`src/rtl/blake_job_arb_pkg.sv`:
```
// rtl/blake_job_arb_pkg.sv - shared state type and default sizing for the BLAKE job arbiter
package blake_job_arb_pkg;

  typedef enum logic {
    IDLE = 1'b0,
    RUN  = 1'b1
  } arb_state_t;

  localparam int ROUNDS_DEF    = 64;
  localparam int LAT_DEF       = 64;
  localparam int TAG_DEPTH_DEF = LAT_DEF / ROUNDS_DEF + 1;

endpackage

```
`src/rtl/blake_tag_fifo.sv`:
```
// rtl/blake_tag_fifo.sv - 1-bit requester tag FIFO; push and pop in the same cycle is legal, even when full
module blake_tag_fifo #(
  parameter int DEPTH = 2,
  parameter int CW    = $clog2(DEPTH + 1)
) (
  input  logic          clk,
  input  logic          rstb,
  input  logic          flush,
  input  logic          push,
  input  logic          din,
  input  logic          pop,
  output logic          dout,
  output logic [CW-1:0] count
);

  localparam int AW = (DEPTH > 1) ? $clog2(DEPTH) : 1;
  localparam logic [AW-1:0] LAST_PTR = AW'(DEPTH - 1);
  localparam logic [CW-1:0] FULL_CNT = CW'(DEPTH);

  logic [DEPTH-1:0] mem;
  logic [AW-1:0]    wr_ptr;
  logic [AW-1:0]    rd_ptr;
  logic             do_push;
  logic             do_pop;

  assign do_pop  = pop && (count != '0);
  // A full FIFO still accepts a push when the head leaves in the same cycle.
  assign do_push = push && ((count != FULL_CNT) || do_pop);
  assign dout    = mem[rd_ptr];

  always_ff @(posedge clk or negedge rstb) begin
    if (!rstb) begin
      wr_ptr <= '0;
      rd_ptr <= '0;
      count  <= '0;
    end else if (flush) begin
      wr_ptr <= '0;
      rd_ptr <= '0;
      count  <= '0;
    end else begin
      if (do_push) wr_ptr <= (wr_ptr == LAST_PTR) ? '0 : wr_ptr + 1'b1;
      if (do_pop)  rd_ptr <= (rd_ptr == LAST_PTR) ? '0 : rd_ptr + 1'b1;
      case ({do_push, do_pop})
        2'b10:   count <= count + 1'b1;
        2'b01:   count <= count - 1'b1;
        default: count <= count;
      endcase
    end
  end

  always_ff @(posedge clk) begin
    if (do_push && !flush) mem[wr_ptr] <= din;
  end

endmodule

```
`src/rtl/blake_job_arb.sv`:
```
// rtl/blake_job_arb.sv - round-robin job arbiter and round sequencer for a shared BLAKE compression engine
module blake_job_arb
  import blake_job_arb_pkg::*;
#(
  parameter int ROUNDS = ROUNDS_DEF,
  parameter int LAT    = LAT_DEF
) (
  input  logic       clk,
  input  logic       rstb,
  input  logic       clr,
  input  logic       req0_valid,
  input  logic       req1_valid,
  output logic       req0_ready,
  output logic       req1_ready,
  output logic       eng_load,
  output logic       eng_sel,
  output logic       round_ing,
  output logic [5:0] round_idx,
  input  logic       eng_rdy,
  output logic       rsp0_valid,
  output logic       rsp1_valid,
  output logic [1:0] inflight,
  output logic       err_unexp
);

  localparam int DEPTH = LAT / ROUNDS + 1;
  localparam int CW    = $clog2(DEPTH + 1);
  localparam logic [5:0]    LAST_IDX = 6'(ROUNDS - 1);
  localparam logic [CW-1:0] FULL_CNT = CW'(DEPTH);

  arb_state_t    state, state_nxt;
  logic [5:0]    idx_nxt;
  logic          last_grant;
  logic          win_open;
  logic          space_ok;
  logic          accept;
  logic          pop_ok;
  logic          tag_head;
  logic [CW-1:0] tag_cnt;

  assign win_open = (state == IDLE) || (round_idx == LAST_IDX);
  // A retiring result frees a slot in the same cycle, so a full FIFO can still take a job.
  assign space_ok = (tag_cnt < FULL_CNT) || ((tag_cnt == FULL_CNT) && eng_rdy);

  assign req0_ready = !clr && win_open && space_ok && req0_valid && (!req1_valid || last_grant);
  assign req1_ready = !clr && win_open && space_ok && req1_valid && (!req0_valid || !last_grant);
  assign accept     = req0_ready || req1_ready;
  assign pop_ok     = eng_rdy && (tag_cnt != '0);
  assign inflight   = 2'(tag_cnt);

  blake_tag_fifo #(
    .DEPTH (DEPTH),
    .CW    (CW)
  ) u_tag_fifo (
    .clk   (clk),
    .rstb  (rstb),
    .flush (clr),
    .push  (accept),
    .din   (req1_ready),
    .pop   (eng_rdy),
    .dout  (tag_head),
    .count (tag_cnt)
  );

  always_comb begin
    state_nxt = state;
    idx_nxt   = round_idx;
    if (clr) begin
      state_nxt = IDLE;
      idx_nxt   = '0;
    end else if (accept) begin
      state_nxt = RUN;
      idx_nxt   = '0;
    end else if (state == RUN) begin
      if (round_idx == LAST_IDX) begin
        state_nxt = IDLE;
        idx_nxt   = '0;
      end else begin
        idx_nxt = round_idx + 6'd1;
      end
    end
  end

  always_ff @(posedge clk or negedge rstb) begin
    if (!rstb) begin
      state      <= IDLE;
      round_idx  <= '0;
      round_ing  <= 1'b0;
      eng_load   <= 1'b0;
      eng_sel    <= 1'b0;
      last_grant <= 1'b1;
      rsp0_valid <= 1'b0;
      rsp1_valid <= 1'b0;
      err_unexp  <= 1'b0;
    end else begin
      state      <= state_nxt;
      round_idx  <= idx_nxt;
      round_ing  <= (state_nxt == RUN);
      eng_load   <= accept;
      if (accept) begin
        eng_sel    <= req1_ready;
        last_grant <= req1_ready;
      end
      rsp0_valid <= pop_ok && !clr && !tag_head;
      rsp1_valid <= pop_ok && !clr && tag_head;
      if (eng_rdy && (tag_cnt == '0)) err_unexp <= 1'b1;
    end
  end

endmodule

```
`config.mk`:
```
export PLATFORM = sky130hd
export DESIGN_NAME = blake_job_arb
export DESIGN_NICKNAME = d
export VERILOG_FILES = /design/src/rtl/blake_job_arb_pkg.sv /design/src/rtl/blake_tag_fifo.sv /design/src/rtl/blake_job_arb.sv
export SDC_FILE = /design/constraint.sdc
export NUM_CORES = 1
export LEC_CHECK = 0
export CAP_MARGIN = 20
export CORE_UTILIZATION = 47
export DETAILED_ROUTE_END_ITERATION = 8
export GPL_ROUTABILITY_DRIVEN = 0
export PLACE_DENSITY = 0.87
export SETUP_SLACK_MARGIN = 0.02
export SLEW_MARGIN = 40
export SYNTH_ARGS = -nofsm -noshare
export SYNTH_HDL_FRONTEND = slang
export SYNTH_SLANG_ARGS = --single-unit
```
`constraint.sdc`:
```
create_clock -name clk -period 2.1 [get_ports clk]
set_input_delay 0.42 -clock clk [delete_from_list [all_inputs] [get_ports clk]]
set_output_delay 0.42 -clock clk [all_outputs]
set_load 0.01 [all_outputs]
```
; ---- After elaboration in Yosys (flattened, before gate mapping)
; Cells that the tools add are included.
[totals]
ff_bits = 19
inputBits = 6
wordCells = 80
[classes]
reduce_logical = 32
eq_ne = 5
addsub = 5
muxes = 21
bitwise_logic = 1
n_lt_le_gt_ge = 4
[op_table]
columns = operator, n
row1 = $mux 6, 4
row2 = $logic_and 1x1->1, 15
row3 = $mux 1, 13
row4 = $add 6x1->6 const B, 1
row5 = $eq 6x6->1 const B, 1
row6 = $logic_or 1x1->1, 6
row7 = $reduce_bool 2->1, 3
row8 = $reduce_bool 3->1, 2
row9 = $logic_not 1->1, 5
row10 = $eq 2x2->1 const B, 2
row11 = $lt 1x2->1 const B, 2
row12 = $pmux 2 s2, 1
row13 = $add 1x1->1 const B, 2
row14 = $add 2x1->2 const B, 1
row15 = $bwmux 2, 1
row16 = $eq 2x1->1 const B, 1
row17 = $logic_not 2->1, 1
row18 = $lt 2x2->1 const B, 1
row19 = $mux 2, 1
row20 = $ne 2x2->1 const B, 1
row21 = $sub 2x1->2 const B, 1
row22 = $demux 1 s1, 1
row23 = $ge 1x1->1 const B, 1
row24 = $not 1->1, 1

; ---- Depth between registers and ports, before layout
; Gate-level depths: netlist of run 1.
[logic_depth]
ltp_word = 11
depth_mapped = 5
ltp_nobuf = 5

; ---- Cells and area by module
; Synthesis of run 1 repeated with hierarchy kept, for this count alone.
[hier_totals]
cells_unflattened = 90
hier_area_um2 = 940.9
[modules_own_cells]
columns = mod, seq_area_each_um2, area_per_inst_um2, instances, cells_per_inst
row1 = blake_job_arb, 326.6, 623.1, 1, 63
row2 = blake_tag_fifo, 160.2, 317.8, 1, 27

; ---- Worst setup path before layout of run 1
; No wires, ideal clock.
[synth_timing]
kind = register -> output
from = register round_idx[0]
to = output req1_ready
path_buffers = 0
arrival_time_ns = 1.404
required_time_ns = 1.680
path_slack_ns = 0.276
stages_incl_launch_ff = 6
path_cell_list = dfrtp_1 > ha_1 > nand3_1 > o21ai_1 > nand3_1 > a21oi_1
[synth_via]
elab_chain_len = 6
[synth_rtl]
columns = item, line_no
row1 = start: declaration, blake_job_arb.sv:18  ; output logic [5:0] round_idx,
row2 = start signal: assignment, blake_job_arb.sv:97  ; round_idx <= idx_nxt;
row3 = $eq 6x6->1, blake_job_arb.sv:41  ; assign win_open = (state == IDLE) || (round_idx == LAST_IDX);
row4 = $logic_or 1x1->1, blake_job_arb.sv:41
row5 = $logic_and 1x1->1 (4 in a row), blake_job_arb.sv:46  ; assign req1_ready = !clr && win_open && space_ok && req1_valid && (!req0_valid || !last_grant);
row6 = end: declaration, blake_job_arb.sv:14  ; output logic req1_ready,
; No other way between the ends.

; ---- Worst setup path after layout of run 1
[layout_timing]
from = register round_idx[1]
to = output req1_ready
; Same word-level chain as after synthesis.

==> results.sh, run 1 <==
export IMPL_wl_per_cell_um=14.1
export IMPL_n_antenna_cell=0
export IMPL_port_buffers=21
export IMPL_path_clk_slew_ns=0.12
export IMPL_post_route_period_util_pct=96.8
export IMPL_clk_latency_ns=0.31
export IMPL_arrival_ns=1.61
export IMPL_antenna_found_initial=0
export IMPL_grt_max_degree=18
export IMPL_routed_via_density=5.38
export IMPL_hold_path_class="in -> async"
export IMPL_synthFlopType="dfrtp_1"
export IMPL_synth_edf_count=2
export IMPL_coreArea_sq_um=1760
export IMPL_crit_required_ns=1.68
export IMPL_ys_ff_latch=19
export IMPL_first_pass_iters=4
export IMPL_yosysTopAreaCell="dfrtp_1"
export IMPL_rsz0062_at_grt="no"
export IMPL_run_status="finished clean"
export IMPL_cts_max_path_buffers=2
export IMPL_final_cells=157
export IMPL_path_class="reg -> out"
export IMPL_dpl_worst_slack_ns=-0.566
export IMPL_syn2layout_area_growth_pct=51.5
export IMPL_ys_types=30
export IMPL_synthCells=86
export IMPL_fill_cells=126
export IMPL_drt_total_wl_um=2220
export IMPL_maxCapViolations=0
export IMPL_yosysTopAreaCellShare_pct=44.3
export IMPL_cts_tree="done"
export IMPL_ys_warn_count=0
export IMPL_yosys_top_cells_count="dfrtp_1, nor2_1, nand2_1"
export IMPL_numClockSinks=19
export IMPL_crit_fanout=2
export IMPL_p_leak_nw=0.607
export IMPL_setup_slack_ns=0.0680
export IMPL_avgSynthCellArea_sq_um=10.5
export IMPL_synth_nets=93
export IMPL_die_y_um=45.8
export IMPL_vias=844
export IMPL_r2r_setup_slack_ns=0.27
export IMPL_area_sequential_sq_um=487
export IMPL_start_kind="flip-flop"
export IMPL_cts_root_buf="clkbuf_4"
export IMPL_tightest_slew_ns=0.490
export IMPL_drc=0
export IMPL_dieArea_sq_um=2100
export IMPL_max_freq_mhz=492
export IMPL_finalSetupViolations=0
export IMPL_async_reset_ff_share_pct=89.5
export IMPL_row_count=15
export IMPL_slew_violations=0
export IMPL_pin_count=22
export IMPL_multi_input_area_sq_um=433
export IMPL_htree_levels=1
export IMPL_timing_final_hold_violations=0
export IMPL_drive_above_1_share_pct=32.6
export IMPL_die_w_um=45.8
export IMPL_hold_buffers=0
export IMPL_tns_ns=0
export IMPL_finalCriticalPeriod_ns=2.03
export IMPL_yosys_top_cells_area="dfrtp_1, edfxtp_1, nor2_1, mux2i_1, mux2_2"
export IMPL_syn_cell_area_sq_um=903
export IMPL_drtAntennaViolNets=0
export IMPL_slew_headroom_pct=67.0
export IMPL_worst_clock_skew_ns=0.00306
export IMPL_numCtsBuffers=3
export IMPL_grt_pass1_vias=724
export IMPL_synth_most_common_cell="dfrtp_1"
export IMPL_gr_usage_all_layers_pct=22.6
export IMPL_grt_pass1_wl_um=3280
export IMPL_drt_initial_drc_count=16
export IMPL_seq_area_frac_synth_pct=53.9
export IMPL_dp_hpwl_um=1450
export IMPL_finalNetCount=140
export IMPL_worstSetupEndpointType="output port"
export IMPL_dp_cells=147
export IMPL_irDropWorstVdd_v=0.000527
export IMPL_power_density_nw_per_um2=571
export IMPL_overflow=0
export IMPL_start_util_pct=51.2
final cells by class:
type                       count  share of cell area (%)
clock buffer                   3                    1.65
tap                           25                    2.29
multi-input combinational     61                    31.6
clock inverter                 1                   0.366
inverter                       4                    1.10
timing repair buffer          44                    27.4
sequential                    19                    35.6
flip-flops by register name (all words and copies together), names as in the netlist:
name	flops
u_tag_fifo.mem	2
rsp1_valid	1
u_tag_fifo.count	2
err_unexp	1
round_idx	6
u_tag_fifo.wr_ptr	1
rsp0_valid	1
eng_load	1
state	1
last_grant	1
u_tag_fifo.rd_ptr	1
eng_sel	1
worst max-delay path, stage by stage, from the launching register on:
cell and delay [ns]:
dfrtp_1 0.41, ha_4 0.17, nand3_4 0.07, o21ai_4 0.17, buf_6 0.12, nand3_2 0.08, a21oi_2 0.12, buf_2 0.15
through the flow:
| stage | power [W] | hold slack [ns] | util (%) | area, sq um |
|---|---|---|---|---|
| floorplan | 0.000491 | 0.124 | - | 903 |
| global placement | 0.000567 | 0.437 | 70.9 | 1250 |
| detailed placement | 0.000574 | 0.443 | 70.9 | 1250 |
| CTS | 0.000772 | 0.421 | 75.0 | 1320 |
| global route | 0.000809 | 0.434 | 77.6 | 1370 |
| finish | 0.000781 | 0.409 | 77.6 | 1370 |
kinds of logic after synthesis:
group           after synthesis  synth area share [%]
simple gates                 34                  18.4
flops                        19                  53.9
compound gates               16                  11.1
mux                           7                  8.17
buf+inv                       6                  4.15
xor+xnor                      3                  2.91
fa+ha+maj                     1                  1.38
placed cells by master, fill, tap and decap left out, types with 2 or more instances in the layout:
cell and n:
clkdlybuf4s50_1 18, nor2_1 11, nor3_1 2, buf_4 22
mux2_2 3, dfrtp_1 16, clkbuf_4 3, xor2_1 3
edfxtp_1 2, inv_1 4, nand2_1 7, a21oi_2 2
a21oi_1 4, buf_2 2, a31oi_1 2, nand2b_1 3
a21o_1 2, mux2i_1 4
power by group:
group          internal [W]  switching [W]  leakage [nW]
clock network     0.0000713       0.000125        0.0177
logic             0.0000927      0.0000794         0.351
registers          0.000397      0.0000156         0.239
routing by layer:
layer	GRT usage, %	wire, um
met2	35.2	1120
met4	13.5	42
met3	5.16	126
met1	28.3	931
met5	0	0
final timing paths:
kind | start | end | cells past startpoint
max reg2reg | round_idx[1]$_DFFE_PN0P_ | u_tag_fifo.mem[1]$_DFFE_PP_ | 8
min reg2reg | err_unexp$_DFFE_PN0P_ | err_unexp$_DFFE_PN0P_ | 1
min in group clk | err_unexp$_DFFE_PN0P_ | err_unexp$_DFFE_PN0P_ | 1
max in group asynchronous | rstb | last_grant$_DFFE_PN1P_ | 2
max | round_idx[1]$_DFFE_PN0P_ | req1_ready | 7
min | rstb | round_idx[4]$_DFFE_PN0P_ | 2
what timing repair did:
item,in CTS,in global routing
resized for setup,14,6
endpoints found under the setup margin,2,2
buffers inserted,3,3
pin swaps,2,3
Note: power is estimated with default switching activity, not from simulation.
==> inputs of run 2 (changes only) <==
--- a/config.mk
+++ b/config.mk
@@ -10,8 +10,7 @@
 export DETAILED_ROUTE_END_ITERATION = 8
 export GPL_ROUTABILITY_DRIVEN = 0
 export PLACE_DENSITY = 0.87
-export SETUP_SLACK_MARGIN = 0.02
-export SLEW_MARGIN = 40
+export SLEW_MARGIN = 5
 export SYNTH_ARGS = -nofsm -noshare
 export SYNTH_HDL_FRONTEND = slang
 export SYNTH_SLANG_ARGS = --single-unit
==> constraint.sdc (replaced) <==
create_clock -name clk -period 2.1 [get_ports clk]
set_input_delay 0.63 -clock clk [delete_from_list [all_inputs] [get_ports clk]]
set_output_delay 0.63 -clock clk [all_outputs]
set_load 0.01 [all_outputs]
==> results.sh, run 2 (synthesis results as in run 1) <==
export IMPL_setup_slack_ns=-0.228
export IMPL_holdPathStages=1
export IMPL_slew_headroom_pct=79.4
export IMPL_path_class="in -> out"
export IMPL_drtAntennaViolNets=0
export IMPL_vias=890
export IMPL_maxCapViolations=0
export IMPL_crit_required_ns=1.47
export IMPL_cp_depth=7
export IMPL_mostFrequentLayoutCells="buf_4, dfrtp_1, clkdlybuf4s50_1"
export IMPL_syn2layout_area_growth_pct=60.8
export IMPL_finalSetupViolations=2
export IMPL_crit_top_cell="a21oi_2"
export IMPL_power_total_w=0.000802
export IMPL_max_stage_delay_ns=0.24
export IMPL_drc=0
export IMPL_min_from="err_unexp$_DFFE_PN0P_"
export IMPL_start_kind="primary input"
export IMPL_worst_path_buf_inv=3
export IMPL_pin_count=22
export IMPL_dp_cells=151
export IMPL_drt_total_wl_um=2690
export IMPL_n_antenna_cell=0
export IMPL_irDropWorstVdd_v=0.000486
export IMPL_start_util_pct=51.2
export IMPL_postLayoutCoreUtil_pct=82.3
export IMPL_p_leak_nw=0.676
export IMPL_numClockSinks=19
export IMPL_tns_ns=-0.355
export IMPL_finalNetCount=149
export IMPL_first_pass_iters=4
export IMPL_post_route_period_util_pct=111
export IMPL_hold_buffers=0
export IMPL_tightest_slew_ns=0.308
export IMPL_met1_length_um=1140
export IMPL_wl_met3_um=167
export IMPL_timing_final_hold_violations=0
export IMPL_arrival_ns=1.70
export IMPL_grt_pass1_vias=821
export IMPL_rsz0062_at_grt="yes"
export IMPL_cp_top_family="buffers and inverters"
export IMPL_numCtsBuffers=3
export IMPL_routed_top_layer="met4"
export IMPL_die_w_um=45.8
export IMPL_row_count=15
export IMPL_die_y_um=45.8
export IMPL_dp_hpwl_um=1550
export IMPL_htree_levels=1
export IMPL_layout_commonest_cell="buf_4"
export IMPL_worstReg2RegStart="round_idx[0]$_DFFE_PN0P_"
export IMPL_drt_initial_drc_count=38
export IMPL_cp_cell_sequence="clkdlybuf4s15_2, nand2b_4, a21oi_2, buf_4, nand3_4, a21oi_2, buf_2"
export IMPL_worstSetupEndpointType="output port"
export IMPL_overflow=0
export IMPL_antenna_found_initial=0
export IMPL_r2r_setup_slack_ns=0.25
export IMPL_violations="negative setup slack"
export IMPL_port_buffers=21
export IMPL_dieArea_sq_um=2100
export IMPL_crit_fanout=5
export IMPL_max_freq_mhz=430
export IMPL_reg2reg_to="u_tag_fifo.mem[1]$_DFFE_PP_"
export IMPL_worst_clock_skew_ns=0.0116
export IMPL_hold_path_class="reg -> reg"
export IMPL_whs_endpoint="err_unexp$_DFFE_PN0P_"
export IMPL_power_density_nw_per_um2=552
export IMPL_cts_tree="done"
export IMPL_run_status="finished with violations"
export IMPL_drive_above_1_share_pct=37.6
export IMPL_grt_pass1_wl_um=3760
export IMPL_cts_root_buf="clkbuf_4"
export IMPL_grt_max_degree=13
export IMPL_r2r_cells=7
export IMPL_finalCriticalPeriod_ns=2.33
export IMPL_largest_register="round_idx"
export IMPL_wl_met2_um=1340
export IMPL_wl_per_cell_um=16.2
export IMPL_fin_worst_hold_slack_ns=0.484
export IMPL_routed_via_density=5.36
export IMPL_final_cells=166
export IMPL_path_clk_slew_ns=0.11
export IMPL_clk_latency_ns=0.31
export IMPL_coreArea_sq_um=1760
export IMPL_crit_slowest_cell="clkdlybuf4s15_2"
export IMPL_cts_max_path_buffers=2
export IMPL_reg_top3="round_idx (6), u_tag_fifo.count (2), u_tag_fifo.mem (2)"
export IMPL_gr_usage_all_layers_pct=26.2
export IMPL_slew_violations=0
export IMPL_largest_reg_flops=6
## run 2: changes by cell type in the layout (fill, tap and decap cells not counted), sizes merged
| cell | change |
|---|---|
| clkdlybuf4s15 | +1 |
| clkdlybuf4s50 | -3 |
| dlymetal6s2s | +1 |
| buf | +9 |
| dlygate4sd2 | +1 |
## run 2: metrics by stage
stage,setup WS (ns),instance area [sq um]
floorplan,0.0660,903
global placement,-0.959,1280
detailed placement,-1.05,1280
CTS,-0.188,1390
finish,-0.228,1450
global route,-0.268,1450
## run 2: layer usage
metal	global-route usage, %	vias up
li1	-	411
met1	31.5	426
met3	7.14	8
met2	44.8	45
met4	8.82	0
met5	0	-
## run 2: repair_timing
| item | 4_1_cts | 5_1_grt |
|---|---|---|
| pin swaps | 5 | 3 |
| cloned | 0 | 0 |
| endpoints found under the setup margin | 2 | 3 |
| buffers inserted | 9 | 2 |
| resized for setup | 19 | 8 |
## run 2: layout make-up
type,count,area (sq um)
clock inverter,1,5.00
fill,117,312
multi-input combinational,61,443
clock buffer,3,22.5
inverter,4,15.0
timing repair buffer,53,449
tap,25,31.3
sequential,19,487
## run 2: where the power goes
part	switching [W]	leakage, nW	internal, W	total (W)
clock network	0.000124	0.0177	0.0000712	0.000195
registers	0.0000175	0.239	0.000397	0.000415
logic	0.0000887	0.420	0.000104	0.000192
## run 2: worst register-to-register path: cells and delay by family, from the launching register on
family                     cells  cell delay (ns)
buffers and inverters          2             0.26
DFF                            1             0.42
and+or+nand+nor                3             0.56
AOI/OAI and AO/OA              1             0.17
adders and majority gates      1             0.17
## run 2: worst max-delay path by stage
stage                             start         end
6_report                        eng_rdy  req1_ready
5_1_grt                         eng_rdy  req1_ready
4_1_cts        round_idx[1]$_DFFE_PN0P_  req1_ready
3_5_place_dp                    eng_rdy  req1_ready
3_3_place_gp                    eng_rdy  req1_ready
2_1_floorplan  round_idx[0]$_DFFE_PN0P_  req1_ready
==> patch 1: new RTL, flow settings as in run 2 <==
Put one more register stage on the output `err_unexp`, with the module's reset. The value now appears one clock later. The other outputs are not delayed to match.
--- a/src/rtl/blake_job_arb.sv
+++ b/src/rtl/blake_job_arb.sv
@@ -27,6 +27,8 @@
   localparam int CW    = $clog2(DEPTH + 1);
   localparam logic [5:0]    LAST_IDX = 6'(ROUNDS - 1);
   localparam logic [CW-1:0] FULL_CNT = CW'(DEPTH);
+
+  logic err_unexp_s0;
 
   arb_state_t    state, state_nxt;
   logic [5:0]    idx_nxt;
@@ -91,7 +93,7 @@
       last_grant <= 1'b1;
       rsp0_valid <= 1'b0;
       rsp1_valid <= 1'b0;
-      err_unexp  <= 1'b0;
+      err_unexp_s0 <= 1'b0;
     end else begin
       state      <= state_nxt;
       round_idx  <= idx_nxt;
@@ -103,7 +105,15 @@
       end
       rsp0_valid <= pop_ok && !clr && !tag_head;
       rsp1_valid <= pop_ok && !clr && tag_head;
-      if (eng_rdy && (tag_cnt == '0)) err_unexp <= 1'b1;
+      if (eng_rdy && (tag_cnt == '0)) err_unexp_s0 <= 1'b1;
+    end
+  end
+
+  always_ff @(posedge clk or negedge rstb) begin
+    if (!rstb) begin
+      err_unexp <= '0;
+    end else begin
+      err_unexp <= err_unexp_s0;
     end
   end
 
Function: changed (a bounded check fails within 4 cycles, from zero or initial values and one cycle with rstb low).
==> patch 1 against run 2 <==
The flow still finishes with violations (negative setup slack); power grew 20%; register-to-register slack gained 0.08 ns; global-route usage shrank 0.77 points; routed wire length shrank 14%; final cell count shrank 9.0%; sequential share of layout area grew 3.7 points; worst setup slack lost 0.0091 ns; sequential power grew 13%; area after synthesis grew 3.7%; clock power grew 18%; sequential cell count grew 1; design area shrank 5.3%; count of clock-buffer cells in the layout grew 1.
==> patch 1: results (changes against run 2) <==
Placed design
  • Place WS: -0.824 ns (+0.224 ns)
  • Placed instance area: 1320 µm² (+2.8%)
  • HPWL Detailed: 1600 µm (+2.9%)
  • Post-placement cell count: 144 (-4.6%)

Worst setup path
  • RR Endpoint: u_tag_fifo.mem[1]
  • RR Startpoint: round_idx[1]
  • Reg2Reg Depth: 8 (+1)
  • Crit-path max FO: 2 (-3)
  • Reg2reg setup slack: 0.33 ns (+0.08 ns)

Synth
  • Post-synthesis cell count: 81 (-5.8%)
  • Synth cell count leaders: dfrtp_1, nor2_1, a21oi_1, mux2i_1
  • Cell variety after synth: 37 (+23%)
  • Ys async rst share: 90.0% (+0.53 points)
  • Number of synthesized flops with an enable pin: 2 (unchanged)
  • Register area share after synthesis: 54.6% (+0.73 points)
  • Synth warn: 0 (unchanged)
  • Synthesized net count: 88 (-5.4%)
  • Synth top area cells: dfrtp_1, edfxtp_1, mux2i_1, nor2_1, dfstp_2

Global routing
  • Pin count of the biggest net entering global routing: 19 (+6)
  • First-pass GRT wire length: 3630 µm (-3.5%)
  • GRT Total Usage: 25.5% (-0.77 points)
  • Vias in the first global route: 781 (-4.9%)
  • Initial antenna violation count: 0 (unchanged)

Pwr
  • Static Leak: 0.627 nW (-7.3%)
  • Worst IR Drop VDD: 0.622 mV (+28%)

Hold path
  • Min-delay src: err_unexp_s0
  • Hold Crit Endpoint: err_unexp
  • Hold Crit Depth: 0 (-1)
  • Min-delay worst type: register to register

Drt
  • WL/cell: 15.3 µm (-5.4%)
  • 1st-iter DRT viols: 18 (-53%)
  • Via density: 5.34 (-0.32%)

Timing
  • Setup tns final: -0.438 ns (-0.0828 ns)
  • Rel. slew slack: 86.6% (+7.1 points)
  • # setup viols final: 2 (unchanged)
  • Final hold slack: 0.404 ns (-0.0800 ns)
  • Max Clock Skew: 0.00605 ns (-0.00554 ns)
  • Period utilization: 111% (+0.43 points)
  • Worst Setup Slack, final: -0.237 ns (-0.00906 ns)

CTS
  • Setup bufs post-CTS: 2 (-7)
  • Clock Latency Late Sink: 0.31 ns (about the same)
  • CTS H-Tree Depth: 1 (unchanged)
  • CTS root buf: clkbuf_4
  • CTS buffer count: 3 (unchanged)
  • Post-CTS resize count: 13 (-6)

Final layout
  • Filler cells: 138 (+18%)
  • Share of cells above drive strength 1: 31.7% (-5.8 points)
  • # diodes: 0 (unchanged)
  • Layout Cells excl Fill: 151 (-9.0%)
  • Layout Nets: 134 (-10%)

Run status
  • Status: complete, but fails checks
  • Failing checks: negative setup slack
patch 1: final cells by class:
| cell class | count | area, µm² | area share (%) |
|---|---|---|---|
| inverters | 2 | 7.51 | 0.545 |
| repair buffers | 43 | 369 | 26.8 |
| flip-flops and latches | 20 | 512 | 37.2 |
| well taps | 25 | 31.3 | 2.27 |
| multi-input cells | 57 | 420 | 30.5 |
| clock buffers | 4 | 36.3 | 2.64 |
patch 1: kinds of logic (layout without fill, tap and decap cells):
family	after synthesis	in the layout	synth area share, %
adder cells (fa/ha/maj)	1	1	1.33
flip-flops	20	20	54.6
XOR/XNOR	3	3	2.80
multiplexers	5	5	5.87
buffers and inverters	4	49	1.74
AND/OR/NAND/NOR	30	30	18.2
AO/OA/AOI/OAI	18	18	15.5
patch 1: worst max-delay path by stage:
| stage | startpoint | endpoint | slack [ns] | cells past startpoint |
|---|---|---|---|---|
| floorplan | round_idx[0] | req1_ready | 0.02 | 5 |
| global placement | eng_rdy | req1_ready | -0.82 | 6 |
| detailed placement | eng_rdy | req0_ready | -0.82 | 6 |
| CTS | round_idx[1] | req1_ready | -0.23 | 6 |
| global route | round_idx[0] | req1_ready | -0.29 | 6 |
| finish | round_idx[1] | req1_ready | -0.24 | 6 |
patch 1: routing by layer:
layer,part of all wire (%),GRT usage [%],vias to the layer above
li1,-,-,379
met5,0,0,-
met3,4.4,2.75,9
met4,3.4,14.3,0
met1,39,30.2,387
met2,53,44.2,32
patch 1: worst max-delay path, stage by stage, from the launching register on:
cell and delay (ns):
dfrtp_1 0.40, ha_2 0.20, and4_4 0.15, a21bo_4 0.21, and3_4 0.16, a21boi_2 0.15, buf_2 0.14
patch 1: report_power, final:
group | internal, mW | switching (mW)
clock network | 0.106 | 0.124
registers | 0.437 | 0.0301
logic | 0.147 | 0.119
total | 0.690 | 0.273
==> patch 2: new RTL, flow settings as in run 2 <==
Without the edit above. `LAT_DEF`: 64 -> 128.
--- a/src/rtl/blake_job_arb_pkg.sv
+++ b/src/rtl/blake_job_arb_pkg.sv
@@ -7,7 +7,7 @@
   } arb_state_t;
 
   localparam int ROUNDS_DEF    = 64;
-  localparam int LAT_DEF       = 64;
+  localparam int LAT_DEF       = 128;
   localparam int TAG_DEPTH_DEF = LAT_DEF / ROUNDS_DEF + 1;
 
 endpackage
Behaviour: same outputs for any inputs over 10 cycles, from zero or initial values and one cycle with rstb low; that may be too few to reach the edited logic, so the function may still have changed.
==> patch 2 against run 2 <==
Area after synthesis up 20%; count of clock-buffer cells in the layout is 1 higher; critical path depth shrank 1; design area grew 10%; combinational power decreased by 3%; clock power increased by 5%; sequential cell count grew 3; final cell count is 8.4% higher; sequential power is 16% higher; the flow still finishes with violations (negative setup slack); routed wire length rose by 0.59%; worst setup slack improved by 0.12 ns; power is 8.9% higher.
==> patch 2: results (changes against run 2) <==
Global routing
  • First-pass GRT wire length: 4270 µm (+14%)
  • Pin count of the biggest net entering global routing: 16 (+3)
  • Vias in the first global route: 959 (+17%)
  • GRT Total Usage: 23.1% (-3.2 points)

Drt
  • 1st-iter DRT viols: 8 (-79%)
  • Via density: 5.45 (+1.7%)
  • Post-Route WL: 2710 µm (+0.59%)

Timing
  • Final hold slack: 0.504 ns (+0.0198 ns)
  • Setup tns final: -0.194 ns (+0.161 ns)
  • Worst Setup Slack, final: -0.105 ns (+0.123 ns)
  • Max Clock Skew: 0.00739 ns (-0.00420 ns)
  • # setup viols final: 2 (unchanged)

Worst setup path
  • Crit-path max FO: 4 (-1)
  • RR Startpoint: u_tag_fifo.count[0]
  • WP data arrival: 1.57 ns (-0.13 ns)
  • Reg2reg setup slack: 0.39 ns (+0.14 ns)
  • Worst setup path start: round_idx[1]

Synth
  • Syn Area/Cell: 11.2 µm² (+6.2%)
  • Mux share of post-synthesis cell area: 3.70% (-4.5 points)
  • Synth top area cells: dfrtp_1, edfxtp_1, a21oi_1, mux2i_1, nor3_1
  • Ys async rst share: 86.4% (-3.1 points)
  • Register area share after synthesis: 52.4% (-1.5 points)
  • Compound-Gate Fraction of Synth Area: 19.1% (+8.0 points)
  • Number of synthesized flops with an enable pin: 3 (+1)
  • Cell variety after synth: 43 (+43%)
  • Synthesized net count: 104 (+12%)
  • XOR/XNOR Fraction of Synth Area: 1.62% (-1.3 points)
  • Synth cell count leaders: dfrtp_1, a21oi_1, nor2_1, nor3_1

Final layout
  • Share of cells above drive strength 1: 34.9% (-2.7 points)
  • Final Util: 73.1% (-9.2 points)
  • Filler cells: 169 (+44%)
  • Biggest regs: round_idx x6, u_tag_fifo.mem x3

Run status
  • Status: complete, but fails checks
  • Failing checks: negative setup slack

Pwr
  • Worst IR Drop VDD: 0.330 mV (-32%)
  • Static Leak: 0.708 nW (+4.7%)

Placed design
  • Place WS: -0.800 ns (+0.248 ns)
  • Placed instance area: 1470 µm² (+15%)
  • Post-placement cell count: 165 (+9.3%)
-- patch 2: cell types whose count changed in the layout (fill, tap and decap cells not counted), sizes merged, moves of 3 or more --
cell   change
nor2       -5
nor2b      +4
nand2      -3
nor3       +4
a21oi      +4
mux2       -3
-- patch 2: path summary, 6_finish.rpt --
path / end / depth (start not counted)
setup / recovery: req1_ready / 6
hold / removal: err_unexp / 1
setup reg to reg: u_tag_fifo.mem[0] / 7
hold reg to reg: err_unexp / 1
max in group asynchronous: round_idx[1] / 2
min in group asynchronous: u_tag_fifo.wr_ptr[0] / 1
-- patch 2: area by class of cell --
class | count | area share [%]
sequential | 22 | 35.4
clock buffer | 4 | 1.64
timing repair buffer | 54 | 27.7
multi-input combinational | 69 | 32.3
tap | 28 | 2.19
inverter | 3 | 0.703
-- patch 2: worst max-delay path, cell delays in order, from the launching register on --
cell and delay (ns):
dfrtp_1 0.42, ha_4 0.16, nand3_4 0.08, o21ai_4 0.21, nand3_2 0.12, a21oi_2 0.13
buf_2 0.15
-- patch 2: layer usage --
metal	share of wire, %	vias to the layer above	track usage (%)	wire length, µm
li1	-	470	-	-
met1	46	478	28.3	1240
met2	49	26	39.8	1340
met3	3.3	7	3.40	89
met4	1.5	0	9.52	41
met5	0	-	0	0
-- patch 2: what timing repair did --
action / 4_1_cts / 5_1_grt
endpoints found under the setup margin: 2 / 3
cloned: 0 / 0
setup buffers: 5 / 6
gates resized for setup: 18 / 1
pin swaps: 4 / 3
hold buffers: 0 / 0
-- patch 2: where the power goes --
part           total (mW)  internal (mW)  switching, mW
Combinational       0.187         0.0966         0.0908
Sequential          0.482          0.460         0.0217
Clock               0.204         0.0742          0.130
Total               0.873          0.631          0.243
